**config.mk**
```make
export PLATFORM = sky130hd
export DESIGN_NAME = round_referee_flat
export DESIGN_NICKNAME = d
export VERILOG_FILES = /design/src/rtl/round_referee_if.sv /design/src/rtl/round_referee.sv /design/src/flat_wrapper.sv
export SDC_FILE = /design/constraint.sdc
export NUM_CORES = 1
export LEC_CHECK = 0
export CAP_MARGIN = 0
export CORE_AREA = 2 2 57 59
export DETAILED_ROUTE_END_ITERATION = 8
export DIE_AREA = 0 0 59 61
export PLACE_DENSITY = 0.82
export SYNTH_ARGS = -nofsm -noshare
export SYNTH_HDL_FRONTEND = slang
export SYNTH_SLANG_ARGS = --single-unit
export TNS_END_PERCENT = 1
```
**constraint.sdc**
```tcl
create_clock -name clk -period 2.07 [get_ports clk]
set_clock_uncertainty 0.15 [all_clocks]
set_input_delay 0.414 -clock clk [delete_from_list [all_inputs] [get_ports clk]]
set_output_delay 0.414 -clock clk [all_outputs]
set_load 0.005 [all_outputs]
```
**src/rtl/round_referee_if.sv**
```systemverilog
//-----------------------------------------------------------------------------
// round_referee_if
//
// Purpose:
//   Groups the round referee's control inputs (start request, frame tick,
//   crash flags) and its round/score outputs into one bundle, so the referee,
//   the collision detector side and the scoreboard side share one port.
//
// Signals:
//   start       start request, level, already synchronised
//   tick        one-cycle frame-tick enable
//   crash_p1    player 1 collided (level)
//   crash_p2    player 2 collided (level)
//   run         high while the board may advance
//   board_clr   one-cycle pulse: wipe trails, respawn players
//   score_clr   one-cycle pulse: clear scoreboard
//   p1_win      one-cycle pulse: player 1 scores
//   p2_win      one-cycle pulse: player 2 scores
//   win_valid   high in the same cycle as any p1_win/p2_win pulse
//   draw        one-cycle pulse: both players crashed in the same cycle
//   match_over  level, high while the match is finished
//   winner      01 = player 1, 10 = player 2, 11 = both, 00 = none
//
// Modports:
//   master  the environment: drives the inputs, observes the outputs
//   slave   the referee: observes the inputs, drives the outputs
//-----------------------------------------------------------------------------
interface round_referee_if;

    logic       start;
    logic       tick;
    logic       crash_p1;
    logic       crash_p2;

    logic       run;
    logic       board_clr;
    logic       score_clr;
    logic       p1_win;
    logic       p2_win;
    logic       win_valid;
    logic       draw;
    logic       match_over;
    logic [1:0] winner;

    modport master (
        output start,
        output tick,
        output crash_p1,
        output crash_p2,
        input  run,
        input  board_clr,
        input  score_clr,
        input  p1_win,
        input  p2_win,
        input  win_valid,
        input  draw,
        input  match_over,
        input  winner
    );

    modport slave (
        input  start,
        input  tick,
        input  crash_p1,
        input  crash_p2,
        output run,
        output board_clr,
        output score_clr,
        output p1_win,
        output p2_win,
        output win_valid,
        output draw,
        output match_over,
        output winner
    );

endinterface

```
**src/rtl/round_referee.sv**
```systemverilog
//-----------------------------------------------------------------------------
// round_referee
//
// Purpose:
//   Match controller for the two-player light-cycle game. Watches the
//   collision detector's crash flags and sequences each round:
//     IDLE -> CLEAR -> COUNTDOWN -> RUN -> RESULT -> PAUSE -> CLEAR ...
//   until one shadow score reaches WIN_SCORE, then parks in OVER.
//   Emits the one-cycle win pulses / win_valid strobe the scoreboard counts,
//   plus the board-clear and score-clear strobes.
//
// Parameters:
//   WIN_SCORE        points that end the match (1..9)
//   COUNTDOWN_TICKS  frame ticks spent in COUNTDOWN (>= 1)
//   PAUSE_TICKS      frame ticks spent in PAUSE (>= 1)
//
// Ports:
//   clk    system clock, the only clock
//   reset  synchronous, active-high reset
//   bus    round_referee_if.slave: start/tick/crash inputs and all
//          round/score outputs (every output is registered)
//
// Configuration macro:
//   ROUND_REFEREE_DRAW_POINT_EN  when defined, a draw awards both players a
//                                point (p1_win, p2_win, win_valid and draw all
//                                pulse together); a simultaneous finish then
//                                reports winner = 11. Undefined: a draw only
//                                pulses draw and changes no score.
//
// Timing summary:
//   start seen at edge N (IDLE/OVER) -> score_clr high after N,
//   board_clr high after N+1 (COUNTDOWN entered at N+1).
//   Crash seen at RUN edge N -> run low and RESULT pulses high after N.
//   A tick sampled on the same edge that enters a state is not counted.
//-----------------------------------------------------------------------------
module round_referee #(
    parameter int unsigned WIN_SCORE       = 9,
    parameter int unsigned COUNTDOWN_TICKS = 180,
    parameter int unsigned PAUSE_TICKS     = 120
) (
    input logic            clk,
    input logic            reset,
    round_referee_if.slave bus
);

    // ------------------------------------------------------------------
    // State encoding
    // ------------------------------------------------------------------
    localparam logic [2:0] ST_IDLE      = 3'd0;
    localparam logic [2:0] ST_CLEAR     = 3'd1;
    localparam logic [2:0] ST_COUNTDOWN = 3'd2;
    localparam logic [2:0] ST_RUN       = 3'd3;
    localparam logic [2:0] ST_RESULT    = 3'd4;
    localparam logic [2:0] ST_PAUSE     = 3'd5;
    localparam logic [2:0] ST_OVER      = 3'd6;

    // One tick counter serves both COUNTDOWN and PAUSE; size it for the
    // longer of the two.
    localparam int unsigned CNT_MAX = (COUNTDOWN_TICKS > PAUSE_TICKS) ?
                                      COUNTDOWN_TICKS : PAUSE_TICKS;
    localparam int unsigned CNT_W   = (CNT_MAX > 1) ? $clog2(CNT_MAX + 1) : 1;

    localparam logic [CNT_W-1:0] CD_LAST    = CNT_W'(COUNTDOWN_TICKS - 1);
    localparam logic [CNT_W-1:0] PAUSE_LAST = CNT_W'(PAUSE_TICKS - 1);
    localparam logic [3:0]       WIN        = 4'(WIN_SCORE);

    // ------------------------------------------------------------------
    // Registers
    // ------------------------------------------------------------------
    logic [2:0]       state_q,      state_d;
    logic [CNT_W-1:0] cnt_q,        cnt_d;
    logic [3:0]       s1_q,         s1_d;
    logic [3:0]       s2_q,         s2_d;

    logic             run_q,        run_d;
    logic             board_clr_q,  board_clr_d;
    logic             score_clr_q,  score_clr_d;
    logic             p1_win_q,     p1_win_d;
    logic             p2_win_q,     p2_win_d;
    logic             win_valid_q,  win_valid_d;
    logic             draw_q,       draw_d;
    logic             match_over_q, match_over_d;
    logic [1:0]       winner_q,     winner_d;

    // ------------------------------------------------------------------
    // Helpers
    // ------------------------------------------------------------------

    // Shadow scores stop at WIN_SCORE instead of wrapping.
    function automatic logic [3:0] sat_inc(input logic [3:0] s);
        return (s == WIN) ? s : s + 4'd1;
    endfunction

    // Winner code from the shadow scores; only meaningful once one of them
    // has reached WIN_SCORE.
    function automatic logic [1:0] winner_of(input logic [3:0] a,
                                             input logic [3:0] b);
        logic [1:0] w;
`ifdef ROUND_REFEREE_DRAW_POINT_EN
        // Both players can reach the target on the same scoring draw.
        w = {b == WIN, a == WIN};
`else
        // Only one score moves per round, so exactly one can be at target.
        w = (a == WIN) ? 2'b01 : 2'b10;
`endif
        return w;
    endfunction

    // ------------------------------------------------------------------
    // Next-state and output decode
    // ------------------------------------------------------------------
    always_comb begin
        // NOTE: every _d signal gets a default before the case so that no
        // path through the block leaves it unassigned (which would infer a
        // latch). Pulses and levels default low and are raised explicitly.
        state_d      = state_q;
        cnt_d        = cnt_q;
        s1_d         = s1_q;
        s2_d         = s2_q;
        run_d        = 1'b0;
        board_clr_d  = 1'b0;
        score_clr_d  = 1'b0;
        p1_win_d     = 1'b0;
        p2_win_d     = 1'b0;
        win_valid_d  = 1'b0;
        draw_d       = 1'b0;
        match_over_d = 1'b0;
        winner_d     = 2'b00;

        case (state_q)
            ST_IDLE: begin
                s1_d = 4'd0;
                s2_d = 4'd0;
                if (bus.start) begin
                    state_d     = ST_CLEAR;
                    score_clr_d = 1'b1;
                end
            end

            // One-cycle state: board_clr is registered on the way out, so it
            // lands in the cycle after score_clr.
            ST_CLEAR: begin
                board_clr_d = 1'b1;
                cnt_d       = '0;
                state_d     = ST_COUNTDOWN;
            end

            // Crash inputs are not looked at here.
            ST_COUNTDOWN: begin
                if (bus.tick) begin
                    if (cnt_q == CD_LAST) begin
                        state_d = ST_RUN;
                        run_d   = 1'b1;
                    end else begin
                        cnt_d = cnt_q + 1'b1;
                    end
                end
            end

            // The only state that samples the crash flags, so a crash level
            // held over from the previous round is simply not seen elsewhere.
            ST_RUN: begin
                run_d = 1'b1;
                if (bus.crash_p1 || bus.crash_p2) begin
                    state_d = ST_RESULT;
                    run_d   = 1'b0;
                    if (bus.crash_p1 && bus.crash_p2) begin
                        draw_d = 1'b1;
`ifdef ROUND_REFEREE_DRAW_POINT_EN
                        p1_win_d    = 1'b1;
                        p2_win_d    = 1'b1;
                        win_valid_d = 1'b1;
                        s1_d        = sat_inc(s1_q);
                        s2_d        = sat_inc(s2_q);
`endif
                    end else if (bus.crash_p1) begin
                        // Player 1 crashed into something: player 2 scores.
                        p2_win_d    = 1'b1;
                        win_valid_d = 1'b1;
                        s2_d        = sat_inc(s2_q);
                    end else begin
                        p1_win_d    = 1'b1;
                        win_valid_d = 1'b1;
                        s1_d        = sat_inc(s1_q);
                    end
                end
            end

            // The round's pulses are already on the outputs during this cycle.
            ST_RESULT: begin
                cnt_d   = '0;
                state_d = ST_PAUSE;
            end

            ST_PAUSE: begin
                if (bus.tick) begin
                    if (cnt_q == PAUSE_LAST) begin
                        if ((s1_q == WIN) || (s2_q == WIN)) begin
                            state_d      = ST_OVER;
                            match_over_d = 1'b1;
                            winner_d     = winner_of(s1_q, s2_q);
                        end else begin
                            state_d = ST_CLEAR;
                        end
                    end else begin
                        cnt_d = cnt_q + 1'b1;
                    end
                end
            end

            ST_OVER: begin
                match_over_d = 1'b1;
                winner_d     = winner_of(s1_q, s2_q);
                if (bus.start) begin
                    state_d      = ST_CLEAR;
                    score_clr_d  = 1'b1;
                    match_over_d = 1'b0;
                    winner_d     = 2'b00;
                    s1_d         = 4'd0;
                    s2_d         = 4'd0;
                end
            end

            default: begin
                state_d = ST_IDLE;
            end
        endcase
    end

    // ------------------------------------------------------------------
    // State and output registers
    // ------------------------------------------------------------------
    always_ff @(posedge clk) begin
        // NOTE: non-blocking assignments so every register samples the values
        // from before the edge, independent of statement order.
        if (reset) begin
            state_q      <= ST_IDLE;
            cnt_q        <= '0;
            s1_q         <= 4'd0;
            s2_q         <= 4'd0;
            run_q        <= 1'b0;
            board_clr_q  <= 1'b0;
            score_clr_q  <= 1'b0;
            p1_win_q     <= 1'b0;
            p2_win_q     <= 1'b0;
            win_valid_q  <= 1'b0;
            draw_q       <= 1'b0;
            match_over_q <= 1'b0;
            winner_q     <= 2'b00;
        end else begin
            state_q      <= state_d;
            cnt_q        <= cnt_d;
            s1_q         <= s1_d;
            s2_q         <= s2_d;
            run_q        <= run_d;
            board_clr_q  <= board_clr_d;
            score_clr_q  <= score_clr_d;
            p1_win_q     <= p1_win_d;
            p2_win_q     <= p2_win_d;
            win_valid_q  <= win_valid_d;
            draw_q       <= draw_d;
            match_over_q <= match_over_d;
            winner_q     <= winner_d;
        end
    end

    // ------------------------------------------------------------------
    // Outputs
    // ------------------------------------------------------------------
    assign bus.run        = run_q;
    assign bus.board_clr  = board_clr_q;
    assign bus.score_clr  = score_clr_q;
    assign bus.p1_win     = p1_win_q;
    assign bus.p2_win     = p2_win_q;
    assign bus.win_valid  = win_valid_q;
    assign bus.draw       = draw_q;
    assign bus.match_over = match_over_q;
    assign bus.winner     = winner_q;

endmodule

```
**src/flat_wrapper.sv**
```systemverilog
// flat-port wrapper written by rule: the top's interface ports become plain ports
module round_referee_flat 
#(
    parameter int unsigned WIN_SCORE       = 9,
    parameter int unsigned COUNTDOWN_TICKS = 180,
    parameter int unsigned PAUSE_TICKS     = 120
)
  (clk, reset, bus_start, bus_tick, bus_crash_p1, bus_crash_p2, bus_run, bus_board_clr, bus_score_clr, bus_p1_win, bus_p2_win, bus_win_valid, bus_draw, bus_match_over, bus_winner);
  round_referee_if bus_i ();
  input logic clk;
  input logic reset;
  input wire logic [$bits(bus_i.start)-1:0] bus_start;
  input wire logic [$bits(bus_i.tick)-1:0] bus_tick;
  input wire logic [$bits(bus_i.crash_p1)-1:0] bus_crash_p1;
  input wire logic [$bits(bus_i.crash_p2)-1:0] bus_crash_p2;
  output wire logic [$bits(bus_i.run)-1:0] bus_run;
  output wire logic [$bits(bus_i.board_clr)-1:0] bus_board_clr;
  output wire logic [$bits(bus_i.score_clr)-1:0] bus_score_clr;
  output wire logic [$bits(bus_i.p1_win)-1:0] bus_p1_win;
  output wire logic [$bits(bus_i.p2_win)-1:0] bus_p2_win;
  output wire logic [$bits(bus_i.win_valid)-1:0] bus_win_valid;
  output wire logic [$bits(bus_i.draw)-1:0] bus_draw;
  output wire logic [$bits(bus_i.match_over)-1:0] bus_match_over;
  output wire logic [$bits(bus_i.winner)-1:0] bus_winner;
  assign bus_i.start = bus_start;
  assign bus_i.tick = bus_tick;
  assign bus_i.crash_p1 = bus_crash_p1;
  assign bus_i.crash_p2 = bus_crash_p2;
  assign bus_run = bus_i.run;
  assign bus_board_clr = bus_i.board_clr;
  assign bus_score_clr = bus_i.score_clr;
  assign bus_p1_win = bus_i.p1_win;
  assign bus_p2_win = bus_i.p2_win;
  assign bus_win_valid = bus_i.win_valid;
  assign bus_draw = bus_i.draw;
  assign bus_match_over = bus_i.match_over;
  assign bus_winner = bus_i.winner;
  round_referee #(.WIN_SCORE(WIN_SCORE), .COUNTDOWN_TICKS(COUNTDOWN_TICKS), .PAUSE_TICKS(PAUSE_TICKS)) u_core (.clk(clk), .reset(reset), .bus(bus_i));
endmodule
```
# After elaboration in Yosys (flattened, before gate mapping)
# Cells that the tools add are included.
dict set report totals {
  ff_bits 29
  in_bits 6
  elab_cells 103
}
dict set report op_classes {
  addsub 3
  n_eq_ne 24
  n_mux 45
  bitwise_logic 3
  reduce_logical 15
}
# operator count
set ops {}
lappend ops {{$mux 4} 9}
lappend ops {{$mux 8} 4}
lappend ops {{$pmux 4 s3} 2}
lappend ops {{$pmux 8 s3} 1}
lappend ops {{$mux 3} 7}
lappend ops {{$ne 2x2->1 const B} 10}
lappend ops {{$pmux 3 s6} 1}
lappend ops {{$reduce_and 6->1} 3}
lappend ops {{$mux 1} 13}
lappend ops {{$mux 2} 5}
lappend ops {{$eq 3x3->1 const B} 3}
lappend ops {{$add 4x1->4 const B} 2}
lappend ops {{$add 8x1->8 const B} 1}
lappend ops {{$eq 4x4->1 const B} 2}
lappend ops {{$eq 8x7->1 const B} 1}
lappend ops {{$eq 8x8->1 const B} 1}
lappend ops {{$ne 2x1->1 const B} 4}
lappend ops {{$eq 3x2->1 const B} 2}
lappend ops {{$reduce_bool 3->1} 2}
lappend ops {{$reduce_or 2->1} 3}
lappend ops {{$reduce_and 5->1} 1}
lappend ops {{$pmux 1 s2} 2}
lappend ops {{$pmux 2 s2} 1}
lappend ops {{$reduce_or 4->1} 1}
lappend ops {{6 further kinds} 9}

# Longest topological paths before layout
dict set report depth {
  ltp_word 6
  mapped_depth 7
}

# Least setup slack after synthesis
# Ideal clock, no wire load.
dict set report synth_timing {
  kind {in2reg}
  startpoint {input bus_crash_p1}
  endpoint {register u_core.state_q[0]}
  setup_time_ps 115
  arrival_time_ps 1633
  slack_ps 173
  cell_stages 6
  path_cell_list {clkbuf_1 -> nor3b_1 -> o311a_1 -> nor4_1 -> nand2_1 -> o21a_1}
}
dict set report synth_between {
  elab_chain_len 3
}
# item line
set synth_rtl {}
lappend synth_rtl {{from (decl)} flat_wrapper.sv:14} ;# input wire logic [$bits(bus_i.crash_p1)-1:0] bus_crash_p1;
lappend synth_rtl {{$logic_or 1x1->1} round_referee.sv:164} ;# if (bus.crash_p1 || bus.crash_p2) begin
lappend synth_rtl {{$ne 2x1->1 (no source line)} n/a}
lappend synth_rtl {{$reduce_and 6->1 (no source line)} n/a}
lappend synth_rtl {{to (signal assigned)} round_referee.sv:251} ;# state_q <= state_d;
lappend synth_rtl {{to (decl)} round_referee.sv:70} ;# logic [2:0] state_q, state_d;
# Every way passes these cells.
# A chain may end at the register's enable or synchronous reset.

# Worst setup path in the final report
dict set report layout_timing {
  startpoint {register u_core.state_q[0]}
  endpoint {register u_core.state_q[2]}
}
dict set report layout_between {
  elab_chain_len 4
}
# item line
set layout_rtl {}
lappend layout_rtl {{$eq 3x3->1 or $logic_not 3->1 (tied branches)} round_referee.sv:130} ;# case (state_q)
lappend layout_rtl {{$reduce_or 2->1 (no source line)} n/a}
lappend layout_rtl {{$ne 2x1->1 (no source line)} n/a}
lappend layout_rtl {{$reduce_and 6->1 (no source line)} n/a}
# Several ways; a longest one is shown, not always the timed one.

==> flow_summary.ini <==
[floorplan]
core.rowCount = 20
pin_count = 16
start_util = 0.528
die-area_sq_um = 3600
die_w_um = 59
core-area_sq_um = 2950
die_h_um = 61

[power_and_ir_drop]
p_sw_mw = 0.582
power_mw = 1.63
cellLeakagePower_nw = 0.751
power_density_nw_per_um2 = 863
ir_drop_v = 0.000318
p_seq_frac = 0.413
power.share.clock = 0.201
p_int_mw = 1.05
swShare = 0.357
share_comb_of_total_power = 0.387

[clocking]
clkLatencyLatePin_ps = 340
path_clk_slew_ps = 90
cts_root_buf = clkbuf_4
cts_buffer_depth = 2
cts_buffers = 5
postCtsSetupBuffers = 0
htreeDepth = 2
cts_tree = yes
clock-sinks = 29

[synthesis]
synth_flop_cell = dfxtp_1
syn-cell-area_sq_um = 1560
yosys_register_bits = 29
synthArstFlopShare = 0
yosysUniqueCellTypes = 47
yosysSeqAreaShare = 0.372
yosysWarnings = 0
syn_area_per_cell_sq_um = 8.34
syn_inst = 187
syn-num-nets = 198
synth_edf_count = 0

[place]
gp_congestion = 0.845
dp_hpwl_um = 2660
placed_cells = 242
port_buffers = 15

[finish]
most-common-layout-cells = 26 x dfxtp_1, 18 x nor2_1, 18 x buf_4
multi_input_area_sq_um = 903
drive_gt1_frac = 0.166
nFillCells = 247
layout_commonest_cell = dfxtp_1
fin_util = 0.640
fin_nets = 227
num_antenna_cells = 0
area_growth_pct = 21.3
regArea_sq_um = 584
stdcell_count = 250

[sta]
period_needed_ps = 1940
setup_violations = 0
grt_setup_unrepaired = no
fmax_ghz = 0.515
final_max_slew_viol_count = 0
whs_ps = 343
final_hold_viol_count = 0
slew-limit-headroom = 0.711
setup-tns-final_ps = 0
tightest_slew_ps = 434
fin_crit_sh = 0.938

[route]
route.detailed.wl_per_inst_um = 14.1
drtAntennaViolNets = 0
dr.first_iter.drc_count = 90
vias = 1511
vias_per_cell = 6.04
routed_wl_um = 3520
drt-pass1-iter-count = 5
drc_errors = 0

[global_routing]
use_met2 = 0.375
grt_util_met3 = 0.0682
grt_max_degree = 17
grt_usage = 0.218
grt_pass1_vias = 1410
antenna_found_initial = 0
grt-ovfl-total = 0
use_met1 = 0.243
grt_pass1_wl_um = 5870
busiest_layer = met2

[setup_path]
path_class = reg -> reg
cp_max_fo = 16
end_kind = flip-flop
worst_setup_path_start_kind = flip-flop
critical_path_arrival_ps = 2020
crit_required_ps = 2150

[job]
drv_cap = 0

[hold_path]
hold_class = reg -> reg

[outcome]
status = finished, final reports clean
## area by class of cell
cell class / count / share of cell area
Timing Repair Buffer: 33 / 0.152
Tap cell: 33 / 0.0218
Clock inverter: 2 / 0.00529
Clock buffer: 6 / 0.0218
Inverter: 6 / 0.0119
Sequential cell: 29 / 0.309
Multi-Input combinational cell: 141 / 0.478
## per-layer routing
| metal | part of all wire | up-vias |
|---|---|---|
| met3 | 0.068 | 10 |
| met5 | 0 | - |
| met2 | 0.50 | 57 |
| met1 | 0.41 | 697 |
| li1 | - | 747 |
| met4 | 0.022 | 0 |
## state kept, by name, summed over array words and instances (netlist names)
register,count
u_core.bus.p2_win,1
u_core.bus.winner,2
u_core.bus.win_valid,1
u_core.bus.match_over,1
u_core.s1_q,4
u_core.bus.board_clr,1
u_core.bus.draw,1
u_core.s2_q,4
u_core.cnt_q,8
u_core.state_q,3
u_core.bus.score_clr,1
u_core.bus.run,1
u_core.bus.p1_win,1
## logic make-up after synthesis
| family | share of synthesized area |
|---|---|
| multiplexers | 0.0201 |
| buffers and inverters | 0.0482 |
| AND/OR/NAND/NOR | 0.303 |
| AO/OA/AOI/OAI | 0.194 |
| XOR/XNOR | 0.0225 |
| flip-flops | 0.372 |
| adder cells (fa/ha/maj) | 0.0401 |
## worst paths after layout
check	start	to	slack [ps]	cells past startpoint
worst max-delay path	u_core.state_q[0]	u_core.state_q[2]	130	6
worst min-delay path	u_core.s2_q[3]	u_core.s2_q[3]	340	1
worst max register to register	u_core.state_q[0]	u_core.state_q[2]	130	6
worst min register to register	u_core.s2_q[3]	u_core.s2_q[3]	340	1
## synthesized netlist by cell type (2+ instances only)
cell      count  area share
and3b_1       4       0.022
nand4_1       4       0.016
clkbuf_1      7       0.017
inv_1         6       0.014
nand3_1       5       0.016
nand3b_1      4       0.019
a21o_1        2      0.0096
nand2_1      16       0.039
o32ai_1       3       0.017
xor2_1        2       0.011
a31oi_1       2      0.0080
a211oi_1      2      0.0096
mux2i_1       2       0.013
o22ai_1       2      0.0080
a21oi_1      14       0.045
nor2b_1       3       0.012
ha_1          5       0.040
or4_1         4       0.019
a311oi_1      2       0.011
nand2b_1      2      0.0080
or2_2         2      0.0080
nor2_1       18       0.043
or3_1         3       0.012
dfxtp_1      29        0.37
and4b_1       2       0.013
nor4b_1       2       0.011
o21a_1        3       0.014
o21ai_0       7       0.022
buf_2         3      0.0096
nor3_1        7       0.022
xnor2_1       2       0.011
nor3b_1       2      0.0096
or3b_2        2       0.011
## power by group through the flow
stage          Clock [mW]  Sequential (mW)  Combinational (mW)
6_report            0.327            0.674               0.631
5_1_grt             0.360            0.684               0.695
2_1_floorplan           0            0.636               0.473
3_5_place_dp            0            0.681               0.625
3_3_place_gp            0            0.676               0.605
4_1_cts             0.333            0.667               0.629
## worst max-delay path, stage by stage, from the launching register on
cell	delay, ps
dfxtp_2	410
or3b_2	480
a21oi_1	200
nor4_1	80
buf_4	150
nor2b_1	120
o32ai_1	240
## what timing repair did
item	in CTS	in global routing
hold buffers	0	0
endpoints found under the setup margin	0	11
gates resized for setup	0	4
endpoints found under the hold margin	0	0
## stage by stage
stage,instance area [sq um],worst slack (ps)
4_1_cts,1880,17.7
3_5_place_dp,1830,-341
5_1_grt,1890,7.69
2_1_floorplan,1560,173
6_report,1890,127
3_3_place_gp,1830,-253
Note: power is estimated with default switching activity, not from simulation.
